## src/rtl/tc_timer.sv

```systemverilog
// rtl/tc_timer.sv - memory-mapped countdown timer with IRQ; define TIMER_PRESCALE_EN to add a COUNT prescaler at addr 3
module tc_timer #(
    parameter int PRESET_W = 32
) (
    input  logic                clk,
    input  logic                reset,
    input  logic [1:0]          addr,
    input  logic                WE,
    input  logic [31:0]         WD,
    output logic [31:0]         RD,
    output logic                IRQ
);

    typedef enum logic [1:0] {S_IDLE, S_LOAD, S_CNT, S_INT} state_t;

    state_t                r_state;
    logic                  r_en;
    logic [1:0]            r_mode;
    logic                  r_im;
    logic                  r_irq_flag;
    logic [PRESET_W-1:0]   r_preset;
    logic [PRESET_W-1:0]   r_count;
    logic                  w_ctrl_wr;
    logic                  w_step;

    assign w_ctrl_wr = WE && (addr == 2'd0);
    assign IRQ       = r_im & r_irq_flag;

`ifdef TIMER_PRESCALE_EN
    logic [15:0] r_prescale;
    logic [15:0] r_div;

    assign w_step = (r_div == r_prescale);

    always_ff @(posedge clk or posedge reset) begin
        if (reset) begin
            r_prescale <= 16'd0;
            r_div      <= 16'd0;
        end else begin
            if (WE && (addr == 2'd3))
                r_prescale <= WD[15:0];
            if ((r_state == S_CNT) && r_en && !w_step)
                r_div <= r_div + 16'd1;
            else
                r_div <= 16'd0;
        end
    end
`else
    assign w_step = 1'b1;
`endif

    always_ff @(posedge clk or posedge reset) begin
        if (reset) begin
            r_state    <= S_IDLE;
            r_en       <= 1'b0;
            r_mode     <= 2'd0;
            r_im       <= 1'b0;
            r_irq_flag <= 1'b0;
            r_preset   <= '0;
            r_count    <= '0;
        end else begin
            if (WE && (addr == 2'd1))
                r_preset <= WD[PRESET_W-1:0];

            case (r_state)
                S_IDLE: begin
                    if (r_en)
                        r_state <= S_LOAD;
                end
                S_LOAD: begin
                    r_count <= r_preset;
                    r_state <= S_CNT;
                end
                S_CNT: begin
                    if (!r_en) begin
                        r_state <= S_IDLE;
                    end else if (w_step) begin
                        if (r_count > PRESET_W'(1)) begin
                            r_count <= r_count - PRESET_W'(1);
                        end else begin
                            r_count    <= '0;
                            r_irq_flag <= 1'b1;
                            r_state    <= S_INT;
                        end
                    end
                end
                S_INT: begin
                    // Only MODE==1 reloads; the reserved encodings fall back to one-shot.
                    if (r_mode == 2'd1) begin
                        r_irq_flag <= 1'b0;
                        r_state    <= S_LOAD;
                    end else begin
                        r_en    <= 1'b0;
                        r_state <= S_IDLE;
                    end
                end
                default: r_state <= S_IDLE;
            endcase

            // Placed last so a CTRL store overrides the one-shot EN clear and any flag update.
            if (w_ctrl_wr) begin
                r_en       <= WD[0];
                r_mode     <= WD[2:1];
                r_im       <= WD[3];
                r_irq_flag <= 1'b0;
            end
        end
    end

    always_comb begin
        RD = 32'd0;
        case (addr)
            2'd0: RD = {28'd0, r_im, r_mode, r_en};
            2'd1: RD = 32'(r_preset);
            2'd2: RD = 32'(r_count);
            2'd3: begin
`ifdef TIMER_PRESCALE_EN
                RD = {16'd0, r_prescale};
`else
                RD = 32'd0;
`endif
            end
            default: RD = 32'd0;
        endcase
    end

endmodule

```

## config.mk

```make
export PLATFORM = sky130hd
export DESIGN_NAME = tc_timer
export DESIGN_NICKNAME = d
export VERILOG_FILES = /design/src/rtl/tc_timer.sv
export SDC_FILE = /design/constraint.sdc
export NUM_CORES = 1
export LEC_CHECK = 0
export ABC_AREA = 1
export BUFFER_PORTS_ARGS = -buffer_cell sky130_fd_sc_hd__buf_4
export CAP_MARGIN = 25
export CORE_ASPECT_RATIO = 0.8
export CORE_MARGIN = 4
export CORE_UTILIZATION = 30
export CTS_CLUSTER_SIZE = 8
export DETAILED_ROUTE_END_ITERATION = 8
export PLACE_DENSITY_LB_ADDON = 0.1
export SYNTH_ARGS = -nofsm -noshare
export SYNTH_HDL_FRONTEND = slang
export SYNTH_SLANG_ARGS = --single-unit
```

## constraint.sdc

```tcl
create_clock -name clk -period 3.4 [get_ports clk]
set_clock_uncertainty 0.1 [all_clocks]
set_input_delay 0.17 -clock clk [delete_from_list [all_inputs] [get_ports clk]]
set_output_delay 0.17 -clock clk [all_outputs]
set_load 0.005 [all_outputs]
```

### Yosys cells after proc, flatten, opt, wreduce, memory -nomap -nowiden

Index checks and enable logic that the tools add are counted.

* bits in registers: 71
* output and inout bits: 33
* logic and storage cells: 52

* add/sub/neg operators: 1
* order comparisons: 1
* equal/unequal tests: 14
* multiplexer cells: 17
* bitwise gates (word level): 1
* reductions and logical operators: 11

Operators with widths (number)
* 32-bit one-hot mux with 4 select lines: 1
* 32-bit two-way mux: 2
* 32-bit one-hot mux with 2 select lines: 1
* 32-bit by 1-bit > comparator with 1-bit output (second input constant): 1
* 32-bit by 1-bit subtractor with 32-bit output (second input constant): 1
* 3-bit != test (second input constant): 4
* 2-bit == test (second input constant): 4
* 1-bit two-way mux: 8
* 2-bit one-hot mux with 4 select lines: 1
* 2-bit by 1-bit == test with 1-bit output (second input constant): 3
* 2-bit two-way mux: 3
* 2-bit != test (second input constant): 3
* 2-bit AND reduction: 3
* 2-bit logical NOT: 2
* 4-bit AND reduction: 1
* 2-bit nonzero test: 2
* 3-bit nonzero test: 1
* 1-bit logical AND: 2
* 1-bit one-hot mux with 2 select lines: 1
* 1-bit AND: 1

### Logic depth before layout (Yosys ltp)

* depth in word-level cells: 5
* mapped depth: 12

### Worst setup path before layout

No wires, ideal clock.

* path kind: register to register
* start point: register r_count[0]
* end point: register r_count[0]
* library setup time: 119 ps
* data arrival time: 1619 ps
* data required time: 3181 ps
* path slack: 1562 ps
* cell stages (with the launch flop): 12
* buffers on the path: 1
* path through: dfrtp_1 > inv_1 > ha_1 > nand2_2 > nor2_4 > nand2_4 > nand2_2 > nand2_2 > nand2_4 > buf_8 > nor2_2 > o21a_1

* cells in the longest elaborated chain, start to end: 4
* elaborated cells between the ends (all ways): 5
* classes of those cells: 1 x add/sub; 1 x order compare; 3 x mux

RTL lines
* from (decl): RTL line 22 `logic [PRESET_W-1:0] r_count;`
* from (signal assigned): RTL line 71 `r_count <= r_preset;`
* from (signal assigned): RTL line 79 `r_count <= r_count - PRESET_W'(1);`
* 32-bit by 1-bit subtractor with 32-bit output or 32-bit by 1-bit > comparator with 1-bit output (tied branches): RTL line 79, 78
* 32-bit two-way mux *: RTL line 78 `if (r_count > PRESET_W'(1)) begin`
* 32-bit two-way mux *: RTL line 75 `if (!r_en) begin`
* 32-bit one-hot mux with 2 select lines *: RTL line 65 `case (r_state)`

Every way passes the cells marked *; elsewhere a longest branch is shown, timed or not. The select of a mux whose other input is x is not followed.
A chain may end at the register's enable or synchronous reset.

### Worst setup path after layout

* start point: register r_count[0]
* end point: register r_count[28]

Same word-level chain as after synthesis.

==> flow_summary.ini <==
[outcome]
outcome = finished clean

[finish]
nets = 767
syn2layout_area_growth_pct = 29.62
final_common_cell = nand2_1
final_cell_mix = nand2_1 (157), nor2_1 (95), inv_1 (84)
n_antenna_cell = 0
final_cells = 916
layout.filler_cells = 1510
layout-drive-gt1-share_pct = 17.08

[critical_path]
crit_required_ps = 3560
endpoint_kind = register
cp-start-kind = register
path_class = reg -> reg
worstPathArrival_ps = 2310
cp_max_fo = 18
r2r_setup_slack_ps = 1250

[global_route]
first_global_vias = 4270
grt_pass1_wl_mm = 22.64
antenna_found_initial = 0
grt_max_degree = 31
grt_overflow = 0
gr-usage-met3_pct = 3.259
grt_use_met1_pct = 26.36
grt_use_total_pct = 17.53
globalRoute.busiestLayer = met2
grt_use_met2_pct = 26.38

[sta]
hold_slack_ps = 12.74
max_freq_mhz = 465.3
period_share_pct = 63.21
hold_viol = 0
grt_setup_unrepaired = no
worstMarginPinSlew_ps = 1018
slew_viol_final = 0
min_period_ps = 2149
relSlewSlack_pct = 32.06
setup-tns-final_ps = 0
finalSetupViolCount = 0
fin_ws_ps = 1251

[synthesis]
synth-seq-area-share_pct = 40.68
yosysUniqueCellTypes = 30
syn_inst = 636
syn_avg_cell_area_um2 = 6.868
yosysWarnings = 0
syn_area_um2 = 4368
synthesis.nets = 675
yosysTopAreaCellShare_pct = 40.68
ys_seq_elements = 71
synth_area_leaders = dfrtp_1 (41%), nand2_1 (14%), nor2_1 (8.2%)
yosysTopAreaCell = dfrtp_1

[clock_network]
cts_tree = yes
cts_setup_buffers = 0
cts.sinks = 71
path_clk_slew_ps = 60
ctsResizeCount = 0
clkLatencyLatePin_ps = 340
cts-root-buf = clkbuf_16
cts_buffers = 9
htree_levels = 3
cts_buffer_depth = 2

[pwr]
vdd_drop_max_mv = 0.2476
power_per_cell_area_nw_per_um2 = 730.3
p_leak_nw = 2.779

[die]
die_w_um = 142.9
num_rows = 39
start_util_pct = 30.66
die_h_um = 115.9
die_area_um2 = 16570
ioPinCount = 70
core_um2 = 14250

[run]
drv_cap = 0

[routing]
vias_per_cell = 4.809
routed_wl_mm = 14.29
firstDrtPassIters = 7
ant_nets = 0
detailroute.via_count = 4405
routedWlPerCell_um = 15.60
drtIter0Drc = 279
route.detailed.drc = 0

[placement]
dp_cells = 876
dpl.hpwl_mm = 10.52
gp_congestion = 0.8993
place_ws_ps = 1263
port_buffers = 69

[min_path]
hp-class = in -> reg
==> power breakdown <==
| group | internal [mW] | switching, mW | leakage (nW) |
|---|---|---|---|
| Combinational | 0.621 | 1.06 | 1.81 |
| Clock | 0.637 | 0.382 | 0.151 |
| Sequential | 1.13 | 0.306 | 0.814 |
==> worst paths after layout <==
| path | startpoint | endpoint | cells past startpoint |
|---|---|---|---|
| worst max register to register | r_count[0]$_DFFE_PP0P_ | r_count[28]$_DFFE_PP0P_ | 10 |
| max in group asynchronous | reset | r_count[13]$_DFFE_PP0P_ | 4 |
| worst max-delay path | r_count[0]$_DFFE_PP0P_ | r_count[28]$_DFFE_PP0P_ | 10 |
| worst min register to register | r_preset[1]$_DFFE_PP0P_ | r_preset[1]$_DFFE_PP0P_ | 2 |
| worst min-delay path | WD[16] | r_preset[16]$_DFFE_PP0P_ | 3 |
| min in group asynchronous | reset | r_preset[28]$_DFFE_PP0P_ | 3 |
==> area by class of cell <==
class | count | area [um^2] | share of cell area [%]
inverter | 87 | 326.6 | 5.768
clock buffer | 9 | 225.2 | 3.978
multi-input combinational | 455 | 2153 | 38.03
clock inverter | 6 | 86.33 | 1.525
sequential | 71 | 1777 | 31.38
timing repair buffer | 104 | 863.3 | 15.25
tap | 184 | 230.2 | 4.066
==> metrics by stage <==
stage               utilization, %  total power, mW  cell area [um^2]
floorplan                        -            2.501              4368
global placement             35.60            3.079              5072
detailed placement           35.79            3.104              5100
CTS                          39.73            4.162              5662
global route                 39.73            4.455              5662
finish                       39.73            4.135              5662
==> critical path, cell delays in order, from the launching register on <==
cell and delay (ps):
dfrtp_1 410, inv_1 160, ha_1 270, nand2_2 160, nand2_1 80, nand3_1 100
nor2_1 50, nor2_2 170, buf_4 300, nand3_1 110, a21oi_1 150
==> cell families after synthesis <==
kind of cell / synth area share (%)
buffers and inverters: 10.08
xor gates and xnor gates: 1.604
muxes: 1.547
DFF: 40.68
adders and majority gates: 0.5728
and+or+nand+nor: 29.76
AOI/OAI and AO/OA: 15.75
==> synth_stat cells <==
cell type,instances
a21oi_1,42
and2_1,1
buf_2,1
buf_4,2
buf_6,1
buf_8,1
clkbuf_1,18
dfrtp_1,71
ha_1,2
inv_1,85
inv_2,2
mux2_2,6
nand2_1,158
nand2_2,4
nand2_4,2
nand3_1,30
nand3b_1,1
nand4_1,4
nor2_1,95
nor2_2,13
nor2_4,2
nor3_1,2
o211ai_1,1
o21a_1,2
o21ai_0,51
o21ai_1,4
o21bai_1,3
o221ai_1,3
o22ai_1,21
xor2_1,8
==> flip-flops by register name (all words and copies together), names as in the netlist <==
name	cells
r_count	32
r_preset	32
r_mode	2
r_state	2
r_en	1
r_im	1
r_irq_flag	1
==> routing by layer <==
metal | share of wire [%] | up-vias
met4 | 0.82 | 0
met5 | 0 | -
met3 | 5.5 | 12
met1 | 51 | 2073
li1 | - | 2204
met2 | 42 | 116
==> repair_timing <==
action                                  in CTS  in global routing
endpoints found under the setup margin       0                  0
hold endpoints to repair                    46                  0
hold buffers                                25                  0
Note: power is estimated with default switching activity, not from simulation.
